===== config.mk =====
export PLATFORM = sky130hd
export DESIGN_NAME = rx_uart_module
export DESIGN_NICKNAME = d
export VERILOG_FILES = /design/src/rtl/rx_uart_pkg.sv /design/src/rtl/rx_uart_module_bps.sv /design/src/rtl/rx_uart_module.sv
export SDC_FILE = /design/constraint.sdc
export NUM_CORES = 1
export LEC_CHECK = 0
export ABC_AREA = 1
export CAP_MARGIN = 20
export CORE_MARGIN = 5
export CORE_UTILIZATION = 40
export CTS_CLUSTER_SIZE = 30
export DETAILED_ROUTE_END_ITERATION = 6
export HOLD_SLACK_MARGIN = 0.08
export PLACE_DENSITY_LB_ADDON = 0.3
export SYNTH_ARGS = -nofsm -noshare
export SYNTH_HDL_FRONTEND = slang
export SYNTH_SLANG_ARGS = --single-unit

===== constraint.sdc =====
create_clock -name CLK -period 3.3 [get_ports CLK]
set_input_delay 0.33 -clock CLK [delete_from_list [all_inputs] [get_ports CLK]]
set_output_delay 0.33 -clock CLK [all_outputs]
set_load 0.02 [all_outputs]

===== src/rtl/rx_uart_pkg.sv =====
// Shared constants and FSM state encodings for the UART receive path.
package rx_uart_pkg;

    localparam int DATA_W           = 8;
    localparam int BPS_CNT_W        = 13;
    localparam int CLKS_PER_BIT_DEF = 5208;
    localparam int HALF_BIT_DEF     = CLKS_PER_BIT_DEF / 2;

    typedef logic [2:0] rx_state_t;

    localparam logic [2:0] ST_IDLE   = 3'd0;
    localparam logic [2:0] ST_START  = 3'd1;
    localparam logic [2:0] ST_DATA   = 3'd2;
    localparam logic [2:0] ST_PARITY = 3'd3;
    localparam logic [2:0] ST_STOP   = 3'd4;
    localparam logic [2:0] ST_DONE   = 3'd5;

endpackage


===== src/rtl/rx_uart_module_bps.sv =====
// Receive bit-rate counter: free-runs while Count_Sig is high and flags the
// mid-bit sample point once per bit period.
module rx_bps_module
    import rx_uart_pkg::*;
#(
    parameter int CLKS_PER_BIT = CLKS_PER_BIT_DEF,
    parameter int HALF_BIT     = CLKS_PER_BIT / 2
) (
    input  logic CLK,
    input  logic RST,
    input  logic Count_Sig,
    output logic BPS_CLK
);

    localparam logic [BPS_CNT_W-1:0] LAST_CNT = BPS_CNT_W'(CLKS_PER_BIT - 1);
    localparam logic [BPS_CNT_W-1:0] HALF_CNT = BPS_CNT_W'(HALF_BIT);

    logic [BPS_CNT_W-1:0] count_bps_q;
    logic [BPS_CNT_W-1:0] count_bps_d;

    always_comb begin
        count_bps_d = '0;
        if (Count_Sig) begin
            if (count_bps_q == LAST_CNT) begin
                count_bps_d = '0;
            end else begin
                count_bps_d = count_bps_q + BPS_CNT_W'(1);
            end
        end
    end

    always_ff @(posedge CLK) begin
        if (RST) begin
            count_bps_q <= '0;
        end else begin
            count_bps_q <= count_bps_d;
        end
    end

    assign BPS_CLK = (count_bps_q == HALF_CNT);

endmodule


===== src/rtl/rx_uart_module.sv =====
// UART receiver (8N1, or 8E1 when RX_PARITY_EN is defined): synchronizes the
// RX pin, samples each bit at mid-bit and strobes out the received byte.
module rx_uart_module
    import rx_uart_pkg::*;
#(
    parameter int CLKS_PER_BIT = CLKS_PER_BIT_DEF,
    parameter int HALF_BIT     = CLKS_PER_BIT / 2
) (
    input  logic              CLK,
    input  logic              RST,
    input  logic              RX_En_Sig,
    input  logic              RX_Pin_In,
    output logic [DATA_W-1:0] RX_Data,
    output logic              RX_Done_Sig,
    output logic              Frame_Err,
    output logic              Parity_Err
);

    logic sync1_q, sync1_d;
    logic sync2_q, sync2_d;
    logic hist_q,  hist_d;

    rx_state_t         state_q, state_d;
    logic [2:0]        bit_idx_q, bit_idx_d;
    logic [DATA_W-1:0] shift_q, shift_d;
    logic              stop_err_q, stop_err_d;
    logic [DATA_W-1:0] rx_data_q, rx_data_d;
    logic              done_q, done_d;
    logic              frame_err_q, frame_err_d;
`ifdef RX_PARITY_EN
    logic              par_bit_q, par_bit_d;
    logic              parity_err_q, parity_err_d;
`endif

    logic rx_s;
    logic fall_edge;
    logic count_sig;
    logic bps_clk;

    always_comb begin
        sync1_d = RX_Pin_In;
        sync2_d = sync1_q;
        hist_d  = sync2_q;
    end

    assign rx_s      = sync2_q;
    assign fall_edge = hist_q & ~sync2_q;
    assign count_sig = (state_q == ST_START) || (state_q == ST_DATA) ||
                       (state_q == ST_PARITY) || (state_q == ST_STOP);

    rx_bps_module #(
        .CLKS_PER_BIT (CLKS_PER_BIT),
        .HALF_BIT     (HALF_BIT)
    ) u_bps (
        .CLK       (CLK),
        .RST       (RST),
        .Count_Sig (count_sig),
        .BPS_CLK   (bps_clk)
    );

    always_comb begin
        state_d     = state_q;
        bit_idx_d   = bit_idx_q;
        shift_d     = shift_q;
        stop_err_d  = stop_err_q;
        rx_data_d   = rx_data_q;
        done_d      = 1'b0;
        frame_err_d = 1'b0;
`ifdef RX_PARITY_EN
        par_bit_d    = par_bit_q;
        parity_err_d = 1'b0;
`endif
        // Disable wins over everything, including the DONE output load.
        if (!RX_En_Sig) begin
            state_d = ST_IDLE;
        end else begin
            case (state_q)
                ST_IDLE: begin
                    if (fall_edge) state_d = ST_START;
                end
                ST_START: begin
                    if (bps_clk) begin
                        if (rx_s) begin
                            state_d = ST_IDLE;
                        end else begin
                            state_d   = ST_DATA;
                            bit_idx_d = 3'd0;
                        end
                    end
                end
                ST_DATA: begin
                    if (bps_clk) begin
                        shift_d[bit_idx_q] = rx_s;
                        bit_idx_d          = bit_idx_q + 3'd1;
                        if (bit_idx_q == 3'd7) begin
`ifdef RX_PARITY_EN
                            state_d = ST_PARITY;
`else
                            state_d = ST_STOP;
`endif
                        end
                    end
                end
`ifdef RX_PARITY_EN
                ST_PARITY: begin
                    if (bps_clk) begin
                        par_bit_d = rx_s;
                        state_d   = ST_STOP;
                    end
                end
`endif
                ST_STOP: begin
                    if (bps_clk) begin
                        stop_err_d = ~rx_s;
                        state_d    = ST_DONE;
                    end
                end
                ST_DONE: begin
                    state_d     = ST_IDLE;
                    done_d      = 1'b1;
                    rx_data_d   = shift_q;
                    frame_err_d = stop_err_q;
`ifdef RX_PARITY_EN
                    parity_err_d = (^shift_q) != par_bit_q;
`endif
                end
                default: state_d = ST_IDLE;
            endcase
        end
    end

    always_ff @(posedge CLK) begin
        if (RST) begin
            sync1_q     <= 1'b1;
            sync2_q     <= 1'b1;
            hist_q      <= 1'b1;
            state_q     <= ST_IDLE;
            bit_idx_q   <= 3'd0;
            stop_err_q  <= 1'b0;
            rx_data_q   <= '0;
            done_q      <= 1'b0;
            frame_err_q <= 1'b0;
`ifdef RX_PARITY_EN
            parity_err_q <= 1'b0;
`endif
        end else begin
            sync1_q     <= sync1_d;
            sync2_q     <= sync2_d;
            hist_q      <= hist_d;
            state_q     <= state_d;
            bit_idx_q   <= bit_idx_d;
            stop_err_q  <= stop_err_d;
            rx_data_q   <= rx_data_d;
            done_q      <= done_d;
            frame_err_q <= frame_err_d;
`ifdef RX_PARITY_EN
            parity_err_q <= parity_err_d;
`endif
        end
    end

    // Frame assembly registers are fully rewritten every frame before use.
    always_ff @(posedge CLK) begin
        shift_q <= shift_d;
`ifdef RX_PARITY_EN
        par_bit_q <= par_bit_d;
`endif
    end

    assign RX_Data     = rx_data_q;
    assign RX_Done_Sig = done_q;
    assign Frame_Err   = frame_err_q;
`ifdef RX_PARITY_EN
    assign Parity_Err  = parity_err_q;
`else
    assign Parity_Err  = 1'b0;
`endif

endmodule


==> results_dict.tcl <==
set metrics [dict create \
    run_status "completed" \
    synth_top_area_share 0.346 \
    antenna_found_initial 0 \
    synth_ff_type "dfxtp_1" \
    required_ps 3290 \
    clk_latency_ps 300 \
    maxCapViolCount 0 \
    dieWidth_um 79.1 \
    rsz0062_at_grt "no" \
    die_y_um 79.1 \
    utilization 0.467 \
    cp-end-kind "flop" \
    final_max_slew_viol_count 0 \
    fin_crit_sh 0.503 \
    synthMostInstantiatedCell "nand2_1" \
    drc 0 \
    final_area_um2 2190 \
    ys_ff_latch 41 \
    place.detailed.hpwl_um 2500 \
    finalSetupTns_ps 0 \
    max_freq_mhz 603 \
    grt_pass1_vias 1322 \
    clkSinkCount 41 \
    cts_root_buf "clkbuf_8" \
    syn_inst 239 \
    yosys_warnings 0 \
    cts-resized-gates 0 \
    power.density_nw_per_um2 479 \
    core_um2 4690 \
    antenna_cells 0 \
    ir_drop_v 0.000190 \
    start_util 0.407 \
    cts.clk_slew.worst_paths_ps 80 \
    grt_pass1_wl_um 5710 \
    syn_area_um2 1910 \
    seq_area_frac_synth 0.472 \
    holdBufCountCts 0 \
    crit_type "reg2reg" \
    drive_gt1_frac 0.133 \
    fin_crit_ps 1660 \
    htreeDepth 2 \
    dp.cells 301 \
    power_leakage_uw 0.000834 \
    finalNonFillerCells 309 \
    cts_inserted_buffers 5 \
    min_path_type "reg2reg" \
    grt_max_degree 15 \
    dr.pass1.iters 4 \
    cp-start-kind "flop" \
    globalRouteOverflowTotal 0 \
    synth_area_leaders "dfxtp_1, edfxtp_1, nand2_1" \
    syn_nets 247 \
    fin_skew_ps 6.71 \
    wl_per_cell_um 10.7 \
    fin_nets 262 \
    synth_common_cells "nand2_1, nor2_1, dfxtp_1, inv_1, nand3_1" \
    cts_tree "built" \
    placed_area_um2 2080 \
    crit_fanout 5 \
    setup_viol 0 \
    cp_data_arrival_time_ps 1650 \
    routed_wl_um 3310 \
    r2r_setup_slack_ps 1640 \
    first_iter_violations 87 \
    num_rows 25 \
    dieArea_um2 6260 \
    async_flop_share 0 \
    syn2layout_area_growth_pct 14.8 \
    vias 1476 \
    ys_types 31 \
    viasPerCell 4.78 \
    portBuffers 13 \
    clock_path_buffers 2 \
    io_pins 15 \
    globalplace.congestion 0.786 \
    cts_setup_buffers 0 \
    grt_use_total 0.117 \
    postSynthAreaPerCell_um2 7.99 \
    antenna_left 0 \
    yosysTopAreaCell "dfxtp_1" \
    synth_edf_count 8 \
    hold_viol_final 0 \
]
[cells in the final DEF (no fill, tap or decap)]
master,Yosys,final
ha_1,4,4
nand3_1,15,15
clkinv_4,0,1
nand2_2,3,3
bufinv_16,0,1
nor3b_2,3,3
dfxtp_1,33,33
or2_1,1,1
nor3_1,13,13
nand2_1,43,43
nand3_2,6,6
nand4_1,3,3
a21oi_1,10,10
clkbuf_8,0,5
clkinvlp_4,0,1
o211ai_1,1,1
conb_1,1,1
a31oi_1,1,1
a21oi_2,2,2
or2_0,1,1
nor3_4,2,2
edfxtp_1,8,8
nor2_2,2,2
xor2_1,1,1
nor2_4,2,2
o21ai_1,1,1
nor2_1,38,38
clkdlybuf4s50_1,0,13
or2_2,2,2
o21ai_0,8,8
nor3_2,1,1
inv_1,26,26
inv_2,3,3
[state kept, by name, summed over array words and instances (netlist names)]
register / cells
Frame_Err: 1
hist_q: 1
u_bps.count_bps_q: 13
hist_d: 1
RX_Data: 8
stop_err_q: 1
RX_Done_Sig: 1
state_q: 3
bit_idx_q: 3
shift_q: 8
sync1_q: 1
[final cells by class]
cell class,count,area [um^2]
Tap cell,54,67.6
Multi-Input combinational cell,164,871
Inverter,29,109
Clock buffer,5,68.8
Fill cell,477,2500
Sequential cell,41,901
Timing Repair Buffer,13,130
Clock inverter,3,46.3
[where the power goes]
part | leakage, uW | switching (uW) | total [uW] | internal (uW)
Clock | 0.0000543 | 185 | 411 | 226
Combinational | 0.000443 | 71.3 | 109 | 37.4
Sequential | 0.000337 | 10.8 | 530 | 519
[per-stage QoR]
| stage | power (uW) | hold WS [ps] | worst slack (ps) |
|---|---|---|---|
| global route | 1100 | 438 | 1450 |
| CTS | 1060 | 418 | 1590 |
| floorplan | 633 | 389 | 1830 |
| finish | 1050 | 415 | 1640 |
| detailed placement | 651 | 397 | 1520 |
| global placement | 651 | 390 | 1540 |
[kinds of logic after synthesis]
family,synth area share
xor gates and xnor gates,0.00458
DFF,0.472
adders and majority gates,0.0262
AOI/OAI and AO/OA,0.0661
and+or+nand+nor,0.357
other,0.00196
buffers and inverters,0.0727
[worst paths after layout]
| kind | from | end | depth (start not counted) |
|---|---|---|---|
| worst max-delay path | u_bps.count_bps_q[0] | shift_q[7] | 8 |
| worst min-delay path | sync1_q | hist_d | 1 |
| worst max register to register | u_bps.count_bps_q[0] | shift_q[7] | 8 |
| worst min register to register | sync1_q | hist_d | 1 |
[worst max-delay path, stage by stage, from the launching register on]
cell,delay (ps)
dfxtp_1,350
inv_1,70
ha_1,140
nand2_1,50
nor2_1,190
nand3_2,150
nor2_4,120
nand3_2,90
nor3_1,200
[per-layer routing]
layer / wire, um / track usage / up-vias
met5: 0 / 0 / -
met4: 95 / 0.0601 / 0
met3: 149 / 0.0363 / 10
met2: 1490 / 0.183 / 26
met1: 1580 / 0.143 / 644
li1: - / - / 796
Note: power is estimated with default switching activity, not from simulation.
==> edit 1, RTL diff (same settings) <==
The output `Frame_Err` loses its register stage (`frame_err_q` becomes a continuous assignment).
--- a/src/rtl/rx_uart_module.sv
+++ b/src/rtl/rx_uart_module.sv
@@ -139,7 +139,6 @@
             stop_err_q  <= 1'b0;
             rx_data_q   <= '0;
             done_q      <= 1'b0;
-            frame_err_q <= 1'b0;
 `ifdef RX_PARITY_EN
             parity_err_q <= 1'b0;
 `endif
@@ -152,12 +151,13 @@
             stop_err_q  <= stop_err_d;
             rx_data_q   <= rx_data_d;
             done_q      <= done_d;
-            frame_err_q <= frame_err_d;
 `ifdef RX_PARITY_EN
             parity_err_q <= parity_err_d;
 `endif
         end
     end
+
+    assign frame_err_q = frame_err_d;
 
     // Frame assembly registers are fully rewritten every frame before use.
     always_ff @(posedge CLK) begin
Behaviour: same outputs for any inputs over 10 cycles, from zero or initial values and one cycle with RST high; that may be too few to reach the edited logic, so the function may still have changed.
==> edit 1 against the original RTL <==
Sequential cell count decreased by 1. Cell area decreased by 2.0%. Wire length increased by 4.3%. Worst setup slack got worse by 0.91 ns. Core utilization increased by 1.9 points. Area after synthesis decreased by 3.6%.
Power is not compared: it rests on default switching activity, and its combinational part moved more than twofold at a synthesized area within 25%.
==> edit 1: results (changes against the original RTL) <==
The run finished with clean final reports. The final clock skew is 0.007744 ns (+0.001034 ns). The reg-to-reg setup timing slack is 1.57 ns (-0.07 ns). The count of distinct cell types in the synthesized netlist came to 24 (-23%). The via count is 1551 (+5.1%).

The number of nets in the layout came out at 270 (+3.1%). The met1 routed wirelength after detailed routing was 1685 um (+6.8%). The length of routed met2 wiring is 1523 um (+2.4%). The sequential-to-total area share from yosys stat came out at 47.83% (+0.67 points). The post-layout worst setup margin is 0.7343 ns (-0.9062 ns). The ratio of cells with drive above 1 in the final layout came out at 7.605% (-5.7 points).

The worst endpoint data arrival time is 2.24 ns (+0.59 ns). In the post-synthesis netlist, the biggest area contributors are sky130_fd_sc_hd__dfxtp_1, sky130_fd_sc_hd__edfxtp_1, sky130_fd_sc_hd__nand2_1. The placement-stage worst setup slack is 0.7190 ns (-0.7982 ns). The via count of the first global-routing pass is 1384 (+4.7%). The total global routing track utilization is 12.53% (+0.88 points). The global-route wire length before repair came out at 6223 um (+9.1%). The peak fanout along the critical path is 10 (+5). The met3 track utilization from global routing came out at 4.051% (+0.42 points). The met3 wire length came out at 197 um (+32%). The post-synth net total is 253 (+2.4%). The largest individual stage delay along the critical path comes from the cell sky130_fd_sc_hd__clkdlybuf4s50_1. In the synthesized netlist, the cells that appear most often are sky130_fd_sc_hd__nand2_1, sky130_fd_sc_hd__nor2_1, sky130_fd_sc_hd__dfxtp_1, sky130_fd_sc_hd__inv_1, sky130_fd_sc_hd__nand3_1.

The largest net degree at the start of global routing is 14 (-1). The first-iteration detailed-routing DRC count is 82 (-5.7%). The total cell area at the placement stage is 0.002017 mm2 (-3.0%).
[edit 1: final cells by class]
type / instances / area (um2) / area share [%]
Clock buffer: 6 / 72.57 / 3.376
Inverter: 33 / 123.9 / 5.763
Multi-Input combinational cell: 169 / 817.0 / 38.01
Timing Repair Buffer: 13 / 130.1 / 6.054
Sequential cell: 40 / 880.8 / 40.98
Clock inverter: 2 / 60.06 / 2.794
Tap cell: 52 / 65.06 / 3.027
[edit 1: power by group through the flow]
stage / clock, mW / combinational (mW) / sequential (mW)
floorplan: 0 / 0.0143 / 0.512
global placement: 0 / 0.0205 / 0.512
CTS: 0.480 / 0.0208 / 0.501
global route: 0.500 / 0.0240 / 0.501
detailed placement: 0 / 0.0207 / 0.513
finish: 0.469 / 0.0207 / 0.501
[edit 1: through the flow]
step,power (mW),std cells,hold WS [ns]
2_1_floorplan,0.5262,245,0.3895
3_3_place_gp,0.5330,307,0.3913
3_5_place_dp,0.5332,307,0.3949
4_1_cts,1.002,315,0.4132
5_1_grt,1.026,315,0.4293
6_report,0.9909,315,0.4121
[edit 1: cells by family after synthesis]
family                     Yosys count  synth area share, %
xor gates and xnor gates             2               0.9513
DFF                                 40                47.83
AOI/OAI and AO/OA                   25                7.201
adders and majority gates            4                2.717
and+or+nand+nor                    137                33.29
other                                1               0.2036
buffers and inverters               36                7.812
[edit 1: critical path, delay by kind of cell]
family	cells	cell delay, ns
buf+inv	4	1.45
simple gates	2	0.46
[edit 1: path summary, 6_finish.rpt]
path                        start              endpoint  cells after the start
min reg2reg               sync1_q                hist_d                      1
max                     RX_En_Sig             Frame_Err                      6
min                       sync1_q                hist_d                      1
max reg2reg  u_bps.count_bps_q[0]  u_bps.count_bps_q[9]                      6
==> edit 2, RTL diff (same settings) <==
Without the edit above. Add a define of `RX_PARITY_EN`.
--- a/src/rtl/rx_uart_module.sv
+++ b/src/rtl/rx_uart_module.sv
@@ -1,5 +1,7 @@
 // UART receiver (8N1, or 8E1 when RX_PARITY_EN is defined): synchronizes the
 // RX pin, samples each bit at mid-bit and strobes out the received byte.
+`define RX_PARITY_EN
+
 module rx_uart_module
     import rx_uart_pkg::*;
 #(
Check against the original RTL: no difference found for any inputs over 10 cycles, from zero or initial values and one cycle with RST high; that may be too few to reach the edited logic, so the function may still have changed.
==> edit 2 against the original RTL <==
Core utilization is 1.9 points higher. Cell area is 6.8% higher. Largest cell class unchanged. Clock skew is 0.0024 ns lower. Highest routed layer unchanged. Worst setup slack worse by 0.13 ns. Count of clock-buffer cells in the layout stayed put. Wire length is 16% higher. Sequential cell count is 2 higher. Total power is 1.0% higher. Area after synthesis is 5.7% higher.
==> edit 2: results (changes against the original RTL) <==
By count the netlist is led by sky130_fd_sc_hd__nand2_1, sky130_fd_sc_hd__nor2_1, sky130_fd_sc_hd__inv_1, sky130_fd_sc_hd__dfxtp_1, sky130_fd_sc_hd__nor3_1. The utilization after layout came out at 48.65% (+1.9 points). The switching portion of total power is 24.28% (-1.1 points). The detailed-route vias per instance came to 4.685 (-1.9%). The ratio of cells with drive above 1 in the final layout was 5.556% (-7.8 points). The fraction of met2 tracks used by global routing is 21.92% (+3.7 points).

The run finished with clean final reports. The placement-stage worst setup slack was 1.375 ns (-0.1424 ns). The total area of sequential cells is 950.9 um2 (+5.6%). The sequential-to-total area share from yosys stat is 47.09% (-0.063 points). The non-clock inverter total of the final layout came out at 41 (+41%). The number of fillers in the final layout came out at 510 (+6.9%). The area of the multi-input gates is 907.1 um2 (+4.2%).

The via count of the first global-routing pass came out at 1525 (+15%). The length of routed met2 wiring is 1855 um (+25%). The total number of sequential cells is 43 (+4.9%). The global-route wire length before repair was 6548 um (+15%). The reported leakage power came out at 0.9298 nW (+11%). The post-synth net total was 276 (+12%). The count of multi-input gates is 182 (+11%). The total cell area at the placement stage came out at 0.002236 mm2 (+7.6%).

The per-instance average area after synthesis came out at 7.535 um2 (-5.7%). The number of cells after detailed placement came to 347 (+15%). The final clock skew came out at 0.004308 ns (-0.002403 ns).

The met1 track demand over resource came to 15.59% (+1.2 points). The XOR/XNOR share of the synthesized area was 4.771% (+4.3 points). The count of distinct cell types in the synthesized netlist was 24 (-23%). The met3 track utilization from global routing came out at 2.993% (-0.63 points). The area share of buffers outside the clock network came out at 5.980% (+0.047 points). The first-iteration detailed-routing DRC count came to 100 (+15%).

The wire length per cell came to 10.81 um (+0.87%).
==> edit 2: changes by cell type after synthesis, moves of 3 or more <==
cell / before / now
sky130_fd_sc_hd__o21ai_0: 8 / 13
sky130_fd_sc_hd__nand2_1: 43 / 55
sky130_fd_sc_hd__xnor2_1: 0 / 3
sky130_fd_sc_hd__nor2_1: 38 / 48
sky130_fd_sc_hd__inv_1: 26 / 39
sky130_fd_sc_hd__nand3_2: 6 / 2
sky130_fd_sc_hd__a21oi_1: 10 / 7
sky130_fd_sc_hd__nor3b_2: 3 / 0
sky130_fd_sc_hd__xor2_1: 1 / 8
==> edit 2: worst paths after layout <==
| kind | from | to | slack [ns] | cells past startpoint |
|---|---|---|---|---|
| setup / recovery | u_bps.count_bps_q[0] | shift_q[6] | 1.51 | 8 |
| hold / removal | sync1_q | hist_d | 0.41 | 1 |
| setup reg to reg | u_bps.count_bps_q[0] | shift_q[6] | 1.51 | 8 |
| hold reg to reg | sync1_q | hist_d | 0.41 | 1 |
